File: src/rtl/servo_pkg.sv
// Shared types and helpers for the servo PWM bank: position width, pulse-width
// arithmetic and channel-select width calculation.
package servo_pkg;

    localparam int unsigned POS_W = 8;

    // Select width for a given channel count; a single channel still gets one bit.
    function automatic int unsigned ch_w_calc(input int unsigned num_ch);
        return (num_ch > 1) ? $clog2(num_ch) : 1;
    endfunction

    // Pulse length in clock cycles for a servo position.
    function automatic int unsigned pulse_cyc(input logic [POS_W-1:0] pos,
                                              input int unsigned      min_pulse,
                                              input int unsigned      step_cyc);
        return min_pulse + 32'(pos) * step_cyc;
    endfunction

endpackage

File: src/rtl/servo_channel.sv
// One servo output: double-buffered position (pending/active), optional slew
// limiting (SERVO_SLEW_EN), frame-latched enable and registered pulse comparator.
module servo_channel
    import servo_pkg::*;
#(
    parameter int unsigned      CNT_W      = 10,
    parameter int unsigned      MIN_PULSE  = 100,
    parameter int unsigned      STEP_CYC   = 2,
`ifdef SERVO_SLEW_EN
    parameter int unsigned      SLEW_STEP  = 4,
`endif
    parameter logic [POS_W-1:0] CENTER_POS = 8'd128
) (
    input  logic             clk,
    input  logic             rst_n,
    input  logic             boundary,
    input  logic             wr_en,
    input  logic [POS_W-1:0] wr_pos,
    input  logic             ch_en,
    input  logic [CNT_W-1:0] cnt,
    output logic             pwm
);

    logic [POS_W-1:0] pending;
    logic [POS_W-1:0] active;
    logic [POS_W-1:0] active_nxt;
    logic             en_act;
    logic [CNT_W-1:0] width;

`ifdef SERVO_SLEW_EN
    localparam logic [POS_W-1:0] STEP = POS_W'(SLEW_STEP);

    // Move toward the pending position by at most STEP, landing exactly on it.
    always_comb begin
        active_nxt = active;
        if (pending > active) begin
            active_nxt = ((pending - active) > STEP) ? (active + STEP) : pending;
        end else if (pending < active) begin
            active_nxt = ((active - pending) > STEP) ? (active - STEP) : pending;
        end
    end
`else
    assign active_nxt = pending;
`endif

    assign width = CNT_W'(pulse_cyc(active, MIN_PULSE, STEP_CYC));

    // Position and enable only change at the frame boundary, so a pulse never glitches.
    always_ff @(posedge clk or negedge rst_n) begin
        if (!rst_n) begin
            pending <= CENTER_POS;
            active  <= CENTER_POS;
            en_act  <= 1'b0;
            pwm     <= 1'b0;
        end else begin
            if (wr_en) begin
                pending <= wr_pos;
            end
            if (boundary) begin
                active <= active_nxt;
                en_act <= ch_en;
            end
            pwm <= en_act && (cnt < width);
        end
    end

endmodule

File: src/rtl/servo_pwm_bank.sv
// N-channel hobby-servo PWM bank with a shared frame counter and valid/ready
// position writes. Define SERVO_SLEW_EN to rate-limit position changes per frame.
module servo_pwm_bank
    import servo_pkg::*;
#(
    parameter int unsigned NUM_CH     = 4,
    parameter int unsigned PERIOD_CYC = 1_000_000,
    parameter int unsigned MIN_PULSE  = 50_000,
    parameter int unsigned STEP_CYC   = 196,
    parameter int unsigned CENTER_POS = 128,
    parameter int unsigned SLEW_STEP  = 4,
    localparam int unsigned CH_W      = ch_w_calc(NUM_CH),
    localparam int unsigned CNT_W     = $clog2(PERIOD_CYC)
) (
    input  logic              clk,
    input  logic              rst_n,
    input  logic              wr_valid,
    output logic              wr_ready,
    input  logic [CH_W-1:0]   wr_ch,
    input  logic [POS_W-1:0]  wr_pos,
    input  logic [NUM_CH-1:0] ch_en,
    output logic [NUM_CH-1:0] pwm,
    output logic              frame_start,
    output logic              wr_err
);

    if (NUM_CH < 1 || NUM_CH > 16) begin : g_bad_num_ch
        $fatal(1, "servo_pwm_bank: NUM_CH must be 1..16");
    end
    if (MIN_PULSE + 255 * STEP_CYC >= PERIOD_CYC) begin : g_bad_period
        $fatal(1, "servo_pwm_bank: longest pulse must be shorter than PERIOD_CYC");
    end
    if (CENTER_POS > 255 || SLEW_STEP < 1 || SLEW_STEP > 255) begin : g_bad_pos
        $fatal(1, "servo_pwm_bank: CENTER_POS and SLEW_STEP must fit a position");
    end

    logic [CNT_W-1:0]  cnt;
    logic [CNT_W-1:0]  cnt_nxt;
    logic              boundary;
    logic              wr_acc;
    logic [NUM_CH-1:0] ch_wr_en;

    assign boundary = (cnt == CNT_W'(PERIOD_CYC - 1));
    assign cnt_nxt  = boundary ? '0 : (cnt + CNT_W'(1));
    assign wr_acc   = wr_valid && wr_ready;

    // wr_ready is precomputed so it is low exactly during the boundary cycle.
    always_ff @(posedge clk or negedge rst_n) begin
        if (!rst_n) begin
            cnt         <= '0;
            wr_ready    <= 1'b0;
            frame_start <= 1'b0;
            wr_err      <= 1'b0;
        end else begin
            cnt         <= cnt_nxt;
            wr_ready    <= (cnt_nxt != CNT_W'(PERIOD_CYC - 1));
            frame_start <= (cnt == '0);
            wr_err      <= wr_acc && (32'(wr_ch) >= NUM_CH);
        end
    end

    for (genvar i = 0; i < NUM_CH; i++) begin : g_ch
        assign ch_wr_en[i] = wr_acc && (wr_ch == CH_W'(i));

        servo_channel #(
            .CNT_W      (CNT_W),
            .MIN_PULSE  (MIN_PULSE),
            .STEP_CYC   (STEP_CYC),
`ifdef SERVO_SLEW_EN
            .SLEW_STEP  (SLEW_STEP),
`endif
            .CENTER_POS (POS_W'(CENTER_POS))
        ) u_ch (
            .clk      (clk),
            .rst_n    (rst_n),
            .boundary (boundary),
            .wr_en    (ch_wr_en[i]),
            .wr_pos   (wr_pos),
            .ch_en    (ch_en[i]),
            .cnt      (cnt),
            .pwm      (pwm[i])
        );
    end

endmodule

File: config.mk
export PLATFORM = sky130hd
export DESIGN_NAME = servo_pwm_bank
export DESIGN_NICKNAME = d
export VERILOG_FILES = /design/src/rtl/servo_pkg.sv /design/src/rtl/servo_channel.sv /design/src/rtl/servo_pwm_bank.sv
export SDC_FILE = /design/constraint.sdc
export NUM_CORES = 1
export LEC_CHECK = 0
export ABC_AREA = 1
export ABC_CLOCK_PERIOD_IN_PS = 5100
export CORE_MARGIN = 2
export CORE_UTILIZATION = 50
export CTS_BUF_LIST = sky130_fd_sc_hd__clkbuf_16
export DETAILED_ROUTE_END_ITERATION = 6
export PLACE_DENSITY = 0.67
export SYNTH_ARGS = -nofsm -noshare
export SYNTH_HDL_FRONTEND = slang
export SYNTH_SLANG_ARGS = --single-unit
File: constraint.sdc
create_clock -name clk -period 5.1 [get_ports clk]
set_input_delay 1.02 -clock clk [delete_from_list [all_inputs] [get_ports clk]]
set_output_delay 1.02 -clock clk [all_outputs]
set_load 0.005 [all_outputs]
# == Word level (Yosys, flattened, before mapping) ==
# Index checks and enable logic that the tools add are counted.
# classes
eq_ne,5
n_addsub,5
mul,4
n_reduce_logical,11
order_cmp,4
mux,1
# ops
cell,n
< comparator 20 bit,4
adder 16 x 16 -> 17 bit (first input constant),4
multiplier 8 x 6 -> 14 bit (second input constant),4
adder 20 x 1 -> 20 bit (second input constant),1
equality test 20 bit (second input constant),1
zero test 20 bit,1
two-way mux 20 bit,1
!= test 20 bit (second input constant),1
logical AND 1 bit,9
equality test 2 bit (second input constant),2
equality test 2 x 1 -> 1 bit (second input constant),1
zero test 2 bit,1
# totals
inputBits,17
output_inout_bits,7
ff_bits,94
word_cells,49

# == Longest topological paths before layout ==
# Gate-level depths: netlist of the first run.
# logic_depth
depth_word,4
ltp_mapped,22

# == Hierarchy ==
# From an unflattened synthesis of the first run, not the netlist that was laid out.
# hier_totals
cells_unflattened,1207
area_unflattened_um2,9323.9
# by_module_without_submodules
module,instances,cells_each,area_each_um2
servo_channel at g_ch[1].u_ch ...,2,244,1943.1
servo_channel at g_ch[2].u_ch,1,246,1990.7
servo_channel at g_ch[0].u_ch,1,246,1973.1
servo_pwm_bank,1,227,1473.9

# == Least setup slack after synthesis of the first run ==
# Ideal clock, no wire load.
# synth_path
path_kind,register to register
startpoint,reg g_ch[0].u_ch.active[2]
endpoint,reg g_ch[0].u_ch.pwm
setup_time_ns,0.115
path_slack_ns,1.372
arrival_time_ns,3.613
n_path_buf,0
period_less_slack_ns,3.728
stages_incl_launch_ff,21
cell_sequence,dfrtp_1 ha_1 fa_1 ha_1 ha_1 inv_1 fa_1 nand3b_1 nand2_1 nand2_1 a21oi_1 xnor2_1 nand2_1 nand2_1 nand2_1 ha_1 nand2_1 nor3_1 o211ai_1 nand3_1 nor2_1
# synth_between
elab_chain_cells,4
# synth_lines
element,line_no,rtl
from (decl),servo_channel.sv:25,logic [POS_W-1:0] active;
from (signal assigned),servo_channel.sv:60,active <= active_nxt;
multiplier 8 x 6 -> 14 bit,servo_pkg.sv:16,return min_pulse + 32'(pos) * step_cyc;
adder 16 x 16 -> 17 bit,servo_pkg.sv:16,
< comparator 20 bit,servo_channel.sv:63,pwm <= en_act && (cnt < width);
logical AND 1 bit,servo_channel.sv:63,
to (signal assigned),servo_channel.sv:63,
to (decl),servo_channel.sv:21,output logic pwm
# Every way passes these cells.
# A chain may end at the register's enable or synchronous reset.

# == Worst setup path in the final report of the first run ==
# layout_path
startpoint,reg g_ch[1].u_ch.active[2]
endpoint,reg g_ch[1].u_ch.pwm
# layout_between
elab_chain_cells,4
# layout_lines
element,line_no
from (decl),servo_channel.sv:25
from (signal assigned),servo_channel.sv:60
multiplier 8 x 6 -> 14 bit,servo_pkg.sv:16
adder 16 x 16 -> 17 bit,servo_pkg.sv:16
< comparator 20 bit,servo_channel.sv:63
logical AND 1 bit,servo_channel.sv:63
to (signal assigned),servo_channel.sv:63
to (decl),servo_channel.sv:21
# Every way passes these cells.

==> results of run 1 <==
layer usage:
metal / vias to the layer above / global-route usage, % / wire length [microns]
met5: - / 0 / 0
met4: 0 / 6.67 / 344
met3: 25 / 2.78 / 755
met2: 123 / 37.2 / 8940
met1: 3214 / 32.7 / 9490
li1: 3593 / - / -
kinds of logic (layout without fill, tap and decap cells):
logic type / count (synthesis) / count (layout) / synth area share (%)
XOR/XNOR: 57 / 57 / 5.85
flip-flops: 94 / 94 / 27.7
buffers and inverters: 130 / 153 / 6.07
other: 1 / 1 / 0.0439
AND/OR/NAND/NOR: 466 / 466 / 23.2
adder cells (fa/ha/maj): 184 / 184 / 28.0
AO/OA/AOI/OAI: 142 / 142 / 9.16
worst paths after layout:
path / from / endpoint
setup / recovery: g_ch[1].u_ch.active[2] / g_ch[1].u_ch.pwm
hold / removal: g_ch[0].u_ch.active_nxt[3] / g_ch[0].u_ch.active[3]
setup reg to reg: g_ch[1].u_ch.active[2] / g_ch[1].u_ch.pwm
hold reg to reg: g_ch[0].u_ch.active_nxt[3] / g_ch[0].u_ch.active[3]
max in group asynchronous: rst_n / g_ch[2].u_ch.active_nxt[7]
min in group asynchronous: rst_n / g_ch[0].u_ch.active[5]
layout make-up:
type	instances	area, sq um
fillers	1550	7400
multi-input cells	850	5660
flip-flops and latches	94	2360
inverters	112	420
well taps	220	275
repair buffers	25	240
clock buffers	9	225
clock inverters	7	65.1
power by group:
group	switching (mW)	leakage [nW]	total, mW	internal [mW]
clock network	0.296	0.144	0.673	0.377
registers	0.0197	1.18	0.810	0.790
logic	0.0484	3.95	0.0767	0.0283
total	0.364	5.28	1.56	1.20
state kept, by name (all words and copies together) (netlist names):
| name | count |
|---|---|
| g_ch.u_ch.active | 32 |
| g_ch.u_ch.pwm | 4 |
| frame_start | 1 |
| g_ch.u_ch.active_nxt | 32 |
| wr_ready | 1 |
| cnt | 20 |
| g_ch.u_ch.en_act | 4 |
cells in the mapped netlist, drive strengths merged, types with 5 or more instances:
master and n:
buf 13, xnor2 24, fa 12, clkbuf 5, nand3 50, dfrtp 86, dfstp 8, nand2 285
nor3 18, inv 111, nor2 84, o21ai 64, nand4 15, o21a 12, ha 172, nand3b 5
xor2 33, a21oi 51
stage by stage:
step | setup WS [ps] | utilization, % | instance area [sq um] | hold slack (ps) | power [mW]
after detailed placement | 982 | 53.8 | 8950 | 454 | 0.901
final | 1030 | 55.6 | 9250 | 461 | 1.56
after global routing | 648 | 55.6 | 9250 | 495 | 1.62
after CTS | 971 | 55.6 | 9250 | 459 | 1.57
after floorplan | 1370 | - | 8540 | 442 | 0.856
after global placement | 999 | 53.8 | 8950 | 457 | 0.898
critical path, stage by stage, from the launching register on:
cell       delay (ps)
dfrtp_1           430
ha_1              320
fa_1              460
ha_1              290
ha_1              160
inv_1              50
fa_1              400
inv_1              70
nand3_1            60
nand2_1            80
nand2_1            70
a21oi_1           150
xnor2_1           230
nand2_1           100
nand2_1            60
nand2_1            50
ha_1              290
nand2_1            70
nor3_1            270
o2111ai_1         170
nand3_1           140
nor2_1             50
==> impl_results.md, run 1 <==
- Worst Hold Class: reg2reg
- Clk sinks: 94
- Ys flop type: dfrtp_1
- Final setup viols: 0
- Remaining routing DRC violations: 0
- Flop-to-flop setup slack: 1030 ps
- Clock Tree Root: clkbuf_16
- Status: finished, final reports clean
- Starting Density: 51.3%
- Max-slew violation count: 0
- Vias: 6,955
- Std cell rows: 47
- Global Route Usage Sum: 23.1%
- Post-CTS Setup Inserts: 0
- Vias in the first global route: about 6,800
- # IOs: 24
- Sequential area share after synthesis: 27.7%
- Total Neg Setup Slack: 0 ps
- Wire length per cell: 14.8 microns
- Die area: 18,100 sq um
- Vias/cell: 5.28
- Total grt overflow: 0
- Pwr Density: 169 nW/um^2
- Synth-to-Final Area Change: 8.30%
- Worst EP required: 5340 ps
- First-pass GRT wire length: ~33,000 microns
- Final period util: 79.9%
- Num CTS Buffers: 9
- Top-area cell type share of the netlist area: 25.2%
- Port bufs: 22
- Initial DRT Pass Iterations: 4
- Crit Path Max Fanout: 5
- Max IR drop VDD: 0.218 mV
- GP Congestion: 0.878
- Yosys top cell by area: dfrtp_1
- Slew HR: 46.5%
- Final Hold Fails: 0
- CP arrival: 4320 ps
- Most frequent cells in the layout: nand2_1 (281), ha_1 (172), inv_1 (111)
- H-tree levels: 3
- Clock latency on the worst-skew pair: 350 ps
- Pin count of the biggest net entering global routing: 58
- Clk buf depth: 2
- Post-synth EDFFs: 0
- DRT iter0 DRCs: 411
- Syn nets: approximately 1,300
- Post-CTS sizing: 0
- Nets: 1,293
- Most common cell after layout, fill and taps aside: nand2_1
- Hold Buf Count CTS: 0
- Core area: 16,600 sq um
- #FFs+latches synth: 94
- WL final: 19,500 microns
- Fin cells: between 1,000 and 1,500
- Fraction of layout cells with a size suffix above 1: under 10%
- Post-synth cell types: 40
- Routed Antenna Nets: 0
- Asr flop ratio synth: 100%
- Die X: 135 microns
- Reg clk slew, reported paths: 70 ps
- Placed insts: 1,301
- Initial antenna violation count: 0
- Worst slew pin tran: 799 ps
- Post-Syn Instances: 1,074
- CTS tree: built
- Max Clk Rate: 0.245 GHz
- Tmin final: 4070 ps
- Maximum Capacitance Violations: 0
- Static leakage: around 5.3 nW
- Die Y: around 130 microns
- Top post-synthesis cells by area: dfrtp_1 (25%), ha_1 (25%), nand2_1 (12%)
- Half-perimeter wire length after placement: between 10,000 and 15,000 microns
- Setup CP Type: reg2reg
- Warnings from Yosys: 0
- Antenna fix cells: 0
- Startpoint Class: register
- WHS Path Cells: 2
- R2R cell count: 21
- Final Skew: 10.6 ps
- CP Capture Type: register
- RSZ-0062 raised after global routing: no
- Mapped Area: 8540 sq um
- Syn avg cell area: between 7 and 8 sq um
(Power assumes the default switching activity.)
==> run 2: changes to the inputs <==
Settings changed: ABC_CLOCK_PERIOD_IN_PS 5100 to 3700, PLACE_DENSITY 0.67 to 0.69.
Clock period 5.1 ns to 3.7 ns, I/O delays scaled along.
==> impl_results.md, run 2 (same netlist as run 1, synthesis figures left out) <==
- Status: complete, but fails checks
- Failing checks: negative setup slack
- Fraction of layout cells with a size suffix above 1: 17.4%
- Worst Slack Setup Final: -160 ps
- Met3 usage in global routing: ~3.0%
- Startpoint Class: register
- Starting Density: a little over 50%
- Slowest CP cell: fa_1
- Die area: 18,100 sq um
- Critical Path Sink: g_ch[0].u_ch.pwm
- Placed insts: 1,372
- Final Hold Fails: 0
- Initial antenna violation count: 0
- Worst slew pin tran: 1020 ps
- Max-slew violation count: 0
- Num CTS Buffers: 9
- Critical R2R Capture: g_ch[0].u_ch.pwm
- CP Capture Type: register
- GRT busiest layer: met2
- Max Clk Rate: 0.259 GHz
- WL final: 21,200 microns
- Worst Hold Class: reg2reg
- Total grt overflow: 0
- # IOs: 24
- Routed Antenna Nets: 0
- Final setup viols: 4
- Crit path buffers/inverters: 2
- Remaining routing DRC violations: 0
- Utilization of the core after routing: 61.4%
- Reg-to-reg startpoint: g_ch[0].u_ch.active[1]
- R2R cell count: 21
- DRT iter0 DRCs: between 300 and 400
- Fin cells: 1,396
- RSZ-0062 raised after global routing: yes
- Most common cell after layout, fill and taps aside: nand2_1
- Reg clk slew, reported paths: 80 ps
- Vias/cell: 5.30
- Pin count of the biggest net entering global routing: 80
- Final Skew: 11.0 ps
- H-tree levels: 3
- First-pass GRT wire length: 34,800 microns
- Flop-to-flop setup slack: -160 ps
- Sequential Area: 2360 sq um
- Port bufs: 22
- GP Congestion: 0.893
- Pwr Density: 217 nW/um^2
- Clk buf depth: 2
- Critical Path Start: g_ch[0].u_ch.active[1]
- Global Route Usage Sum: between 20% and 30%
- CTS tree: built
- Maximum Capacitance Violations: 0
- Setup CP Type: reg2reg
- Synth-to-Final Area Change: 19.7%
- Die Y: 135 microns
- Nets: 1,372
- Static leakage: 5.69 nW
- Worst path max stage delay: between 400 and 500 ps
- Total stage count of the critical path: 21
- Core area: 16,600 sq um
- Crit Path Max Fanout: 5
- # fillers: 1,474
- Max IR drop VDD: ~0.31 mV
- Slew HR: between 30% and 40%
- Wire length per cell: 15.2 microns
- Tmin final: between 3000 and 4000 ps
- Vias in the first global route: 7,236
- Std cell rows: 47
- Vias: about 7,400
- Clock latency on the worst-skew pair: around 360 ps
- Antenna fix cells: 0
- Multi-input logic area: around 6000 sq um
- Worst path top cell family by delay: adder cells
- Half-perimeter wire length after placement: between 15,000 and 20,000 microns
- Die X: 135 microns
- Final period util: 104%
- Clock Tree Root: clkbuf_16
- CP cell instances: buf_4 > ha_2 > fa_1 > ha_1 > ha_2 > inv_2 > fa_2 > nand3b_1 > nand2_1 > nand2_2 > a21oi_2 > xnor2_2 > nand2_1 > nand2_1 > nand2_2 > ha_4 > nand2_2 > o21a_1 > o21a_1 > nand3_1 > nor2_1
- Most frequent cells in the layout: nand2_1 (265), ha_1 (159), inv_1 (104)
- Hold_ws: 466 ps
- Worst EP required: ~4000 ps
- Clk sinks: 94
- GR Util met1: between 30 and 40%
- Initial DRT Pass Iterations: 5
- Met2 Use GR: 40.4%
- CP arrival: 4110 ps
run 2: what timing repair did:
action                     CTS  global route
gates resized for setup     37            41
setup endpoints to repair    4             4
hold buffers                 0             0
setup buffers                3             5
pin swaps                   42            36
run 2: final cells by class:
class                   instances  share of cell area [%]
multi-input cells             850                    58.9
flip-flops and latches         94                    23.1
repair buffers                104                    8.19
inverters                     112                    4.11
well taps                     220                    2.69
clock buffers                   9                    2.20
clock inverters                 7                   0.820
run 2: worst min-delay path by stage:
| stage | slack, ps | end | cells after the start | startpoint |
|---|---|---|---|---|
| final | 470 | g_ch[0].u_ch.active[7] | 2 | g_ch[0].u_ch.active_nxt[7] |
| after global routing | 490 | g_ch[1].u_ch.active[7] | 2 | g_ch[1].u_ch.active_nxt[7] |
| after CTS | 460 | g_ch[0].u_ch.active[7] | 2 | g_ch[0].u_ch.active_nxt[7] |
| after detailed placement | 450 | g_ch[0].u_ch.active[7] | 2 | g_ch[0].u_ch.active_nxt[7] |
| after global placement | 460 | g_ch[0].u_ch.active[7] | 2 | g_ch[0].u_ch.active_nxt[7] |
| after floorplan | 440 | cnt[0] | 0 | rst_n |
run 2: report_power, final:
part	total [mW]	leakage, nW	internal (mW)	switching [mW]
Clock	0.999	0.149	0.540	0.460
Combinational	0.107	4.36	0.0396	0.0671
Sequential	1.12	1.18	1.09	0.0286
Total	2.22	5.69	1.67	0.555
run 2: worst reg2reg max path, cell delays in order (launching register included):
cell and delay (ps):
dfrtp_1 390, buf_4 140, ha_2 170, fa_1 450
ha_1 290, ha_2 190, inv_2 40, fa_2 360
nand3b_1 190, nand2_1 90, nand2_2 70, a21oi_2 170
xnor2_2 170, nand2_1 80, nand2_1 70, nand2_2 60
ha_4 260, nand2_2 70, o21a_1 180, o21a_1 180
nand3_1 80, nor2_1 40
run 2: through the flow:
stage	setup WS [ps]	cell area [sq um]	total power [mW]	TNS (ps)
floorplan	-15.4	8570	1.18	-15.4
global placement	-259	9520	1.24	-545
detailed placement	-247	9520	1.24	-866
CTS	-139	9990	2.23	-449
global route	-348	10200	2.29	-1260
finish	-160	10200	2.22	-427
run 2: layer usage:
metal,wire (microns),vias to the layer above
li1,-,3747
met1,9440,3428
met2,9980,185
met3,992,40
met4,797,0
met5,0,-
==> run 3: changes to the inputs <==
Settings changed: PLACE_DENSITY 0.69 to 0.7.
==> impl_results.md, run 3 (same netlist as run 1, synthesis figures left out) <==
- Most frequent CP cell: nand2_1
- Most common cell after layout, fill and taps aside: nand2_1
- Global Route Usage Sum: 24.5%
- Slowest CP cell: fa_1
- Max Clk Rate: roughly 0.26 GHz
- Placed insts: between 1,000 and 1,500
- Critical R2R Capture: g_ch[3].u_ch.pwm
- # fillers: around 1,500
- Num CTS Buffers: 9
- Core area: roughly 17,000 sq um
- Maximum Capacitance Violations: 0
- Total grt overflow: 0
- CP cell instances: buf_6 > ha_4 > fa_1 > ha_1 > ha_2 > inv_2 > fa_2 > inv_2 > nor2_4 > nand2_1 > nand2_1 > inv_1 > nand2_1 > nor2_1 > nand2_1 > buf_4 > xnor2_1 > ha_1 > nand2_2 > o21a_1 > o21a_1 > nand3_2 > nor2_1
- Synth-to-Final Area Change: 21.4%
- Critical Path Start: g_ch[3].u_ch.active[1]
- Die X: 135 microns
- Clk buf depth: 2
- Vias/cell: between 5 and 6
- Static leakage: ~5.8 nW
- Final Skew: 8.64 ps
- Met3 usage in global routing: about 4.3%
- Hold Buf Count CTS: 0
- Slew HR: between 40% and 50%
- First-pass GRT wire length: 34,900 microns
- R2R cell count: 23
- GR Util met1: 32.4%
- GP Congestion: a little under 0.9
- Remaining routing DRC violations: 0
- Worst path max stage delay: 450 ps
- Vias: 7,432
- Nets: roughly 1,400
- RSZ-0062 raised after global routing: yes
- Max-slew violation count: 0
- Die area: around 18,000 sq um
- Most frequent cells in the layout: nand2_1 (264), ha_1 (155), inv_1 (104)
- Clk sinks: 94
- Startpoint Class: register
- Fin cells: 1,407
- Std cell rows: 47
- Initial DRT Pass Iterations: 5
- Final Hold Fails: 0
- H-tree levels: 3
- GRT busiest layer: met2
- Routed Antenna Nets: 0
- Port bufs: 22
- CP arrival: 4110 ps
- Final period util: 104%
- Die Y: 135 microns
- Reg-to-reg startpoint: g_ch[3].u_ch.active[1]
- WL final: 21,300 microns
- Worst slew pin tran: roughly 780 ps
- Status: complete, but fails checks
- Critical Path Sink: g_ch[3].u_ch.pwm
- Hold_ws: approximately 430 ps
- Reg clk slew, reported paths: 60 ps
- # IOs: 24
- Tmin final: 3860 ps
- Worst EP required: 3950 ps
- Pwr Density: 201 nW/um^2
- Total Neg Setup Slack: -468 ps
- Half-perimeter wire length after placement: between 15,000 and 20,000 microns
- Wire length per cell: 15.2 microns
- Clock latency on the worst-skew pair: 360 ps
- Starting Density: ~51%
- CP Capture Type: register
- Flop-to-flop setup slack: -160 ps
- Pin count of the biggest net entering global routing: 56
- Clock Tree Root: clkbuf_16
- DRT iter0 DRCs: 576
- CTS tree: built
- Crit Path Max Fanout: 2
- Final setup viols: 4
- Worst Slack Setup Final: -155 ps
- Max IR drop VDD: 0.319 mV
- Setup CP Type: reg2reg
- Met2 Use GR: 41.5%
- Power consumption: 2.09 mW
- Failing checks: negative setup slack
- Fraction of layout cells with a size suffix above 1: 19.0%
- Antenna fix cells: 0
- Vias in the first global route: 7,217
- Worst Hold Class: in2async
- Initial antenna violation count: 0
==> run 3: changes by cell type in the layout (fill, tap and decap cells not counted), moves of 3 or more <==
cell | previous run | this run
buf_6 | 1 | 4
buf_4 | 82 | 91
nand3_1 | 46 | 42
ha_1 | 159 | 155
nand3_2 | 4 | 8
ha_4 | 7 | 10
==> run 3: routing by layer <==
| layer | vias to the layer above | share of wire, % |
|---|---|---|
| met2 | 198 | 48 |
| met4 | 0 | 1.8 |
| met5 | - | 0 |
| met3 | 29 | 5.4 |
| met1 | 3441 | 45 |
| li1 | 3764 | - |
==> run 3: worst min-delay path by stage <==
stage	startpoint	depth (start not counted)	to	slack [ps]
after floorplan	rst_n	0	cnt[0]	440
after global placement	g_ch[1].u_ch.active_nxt[5]	2	g_ch[1].u_ch.active[5]	450
after detailed placement	g_ch[1].u_ch.active_nxt[5]	2	g_ch[1].u_ch.active[5]	450
after CTS	rst_n	1	g_ch[0].u_ch.pwm	450
after global routing	g_ch[1].u_ch.active_nxt[7]	2	g_ch[1].u_ch.active[7]	490
final	rst_n	1	g_ch[0].u_ch.pwm	430
==> run 3: area by class of cell <==
type	count	area, sq um	share of cell area, %
clock buffer	9	225	2.17
multi-input combinational	850	6100	58.9
sequential	94	2370	22.8
inverter	112	420	4.06
clock inverter	6	37.5	0.362
timing repair buffer	116	938	9.06
tap	220	275	2.66
==> run 3: per-stage QoR <==
step           worst slack (ps)  util (%)  cell area [sq um]
5_1_grt                    -384      62.3              10400
6_report                   -155      62.3              10400
3_5_place_dp               -288      57.3               9540
4_1_cts                    -175      60.6              10100
2_1_floorplan             -15.4         -               8570
3_3_place_gp               -282      57.3               9540
==> run 3: timing repair <==
| action | in CTS | in global routing |
|---|---|---|
| setup endpoints to repair | 4 | 4 |
| resized for setup | 48 | 49 |
| pin swaps | 46 | 50 |
| hold endpoints to repair | 0 | 0 |
| setup buffers | 10 | 8 |
==> run 3: worst max-delay path, delay by kind of cell, from the launching register on <==
family / cells / cell delay (ps)
buffers and inverters: 5 / 490
AND/OR/NAND/NOR: 9 / 550
adder cells (fa/ha/maj): 6 / 1820
flip-flops: 1 / 430
XOR/XNOR: 1 / 120
AO/OA/AOI/OAI: 2 / 350
==> run 3: power by group <==
group / switching [mW] / internal [mW] / total, mW
Clock: 0.410 / 0.451 / 0.861
Combinational: 0.0682 / 0.0396 / 0.108
Sequential: 0.0294 / 1.09 / 1.12
Total: 0.508 / 1.58 / 2.09
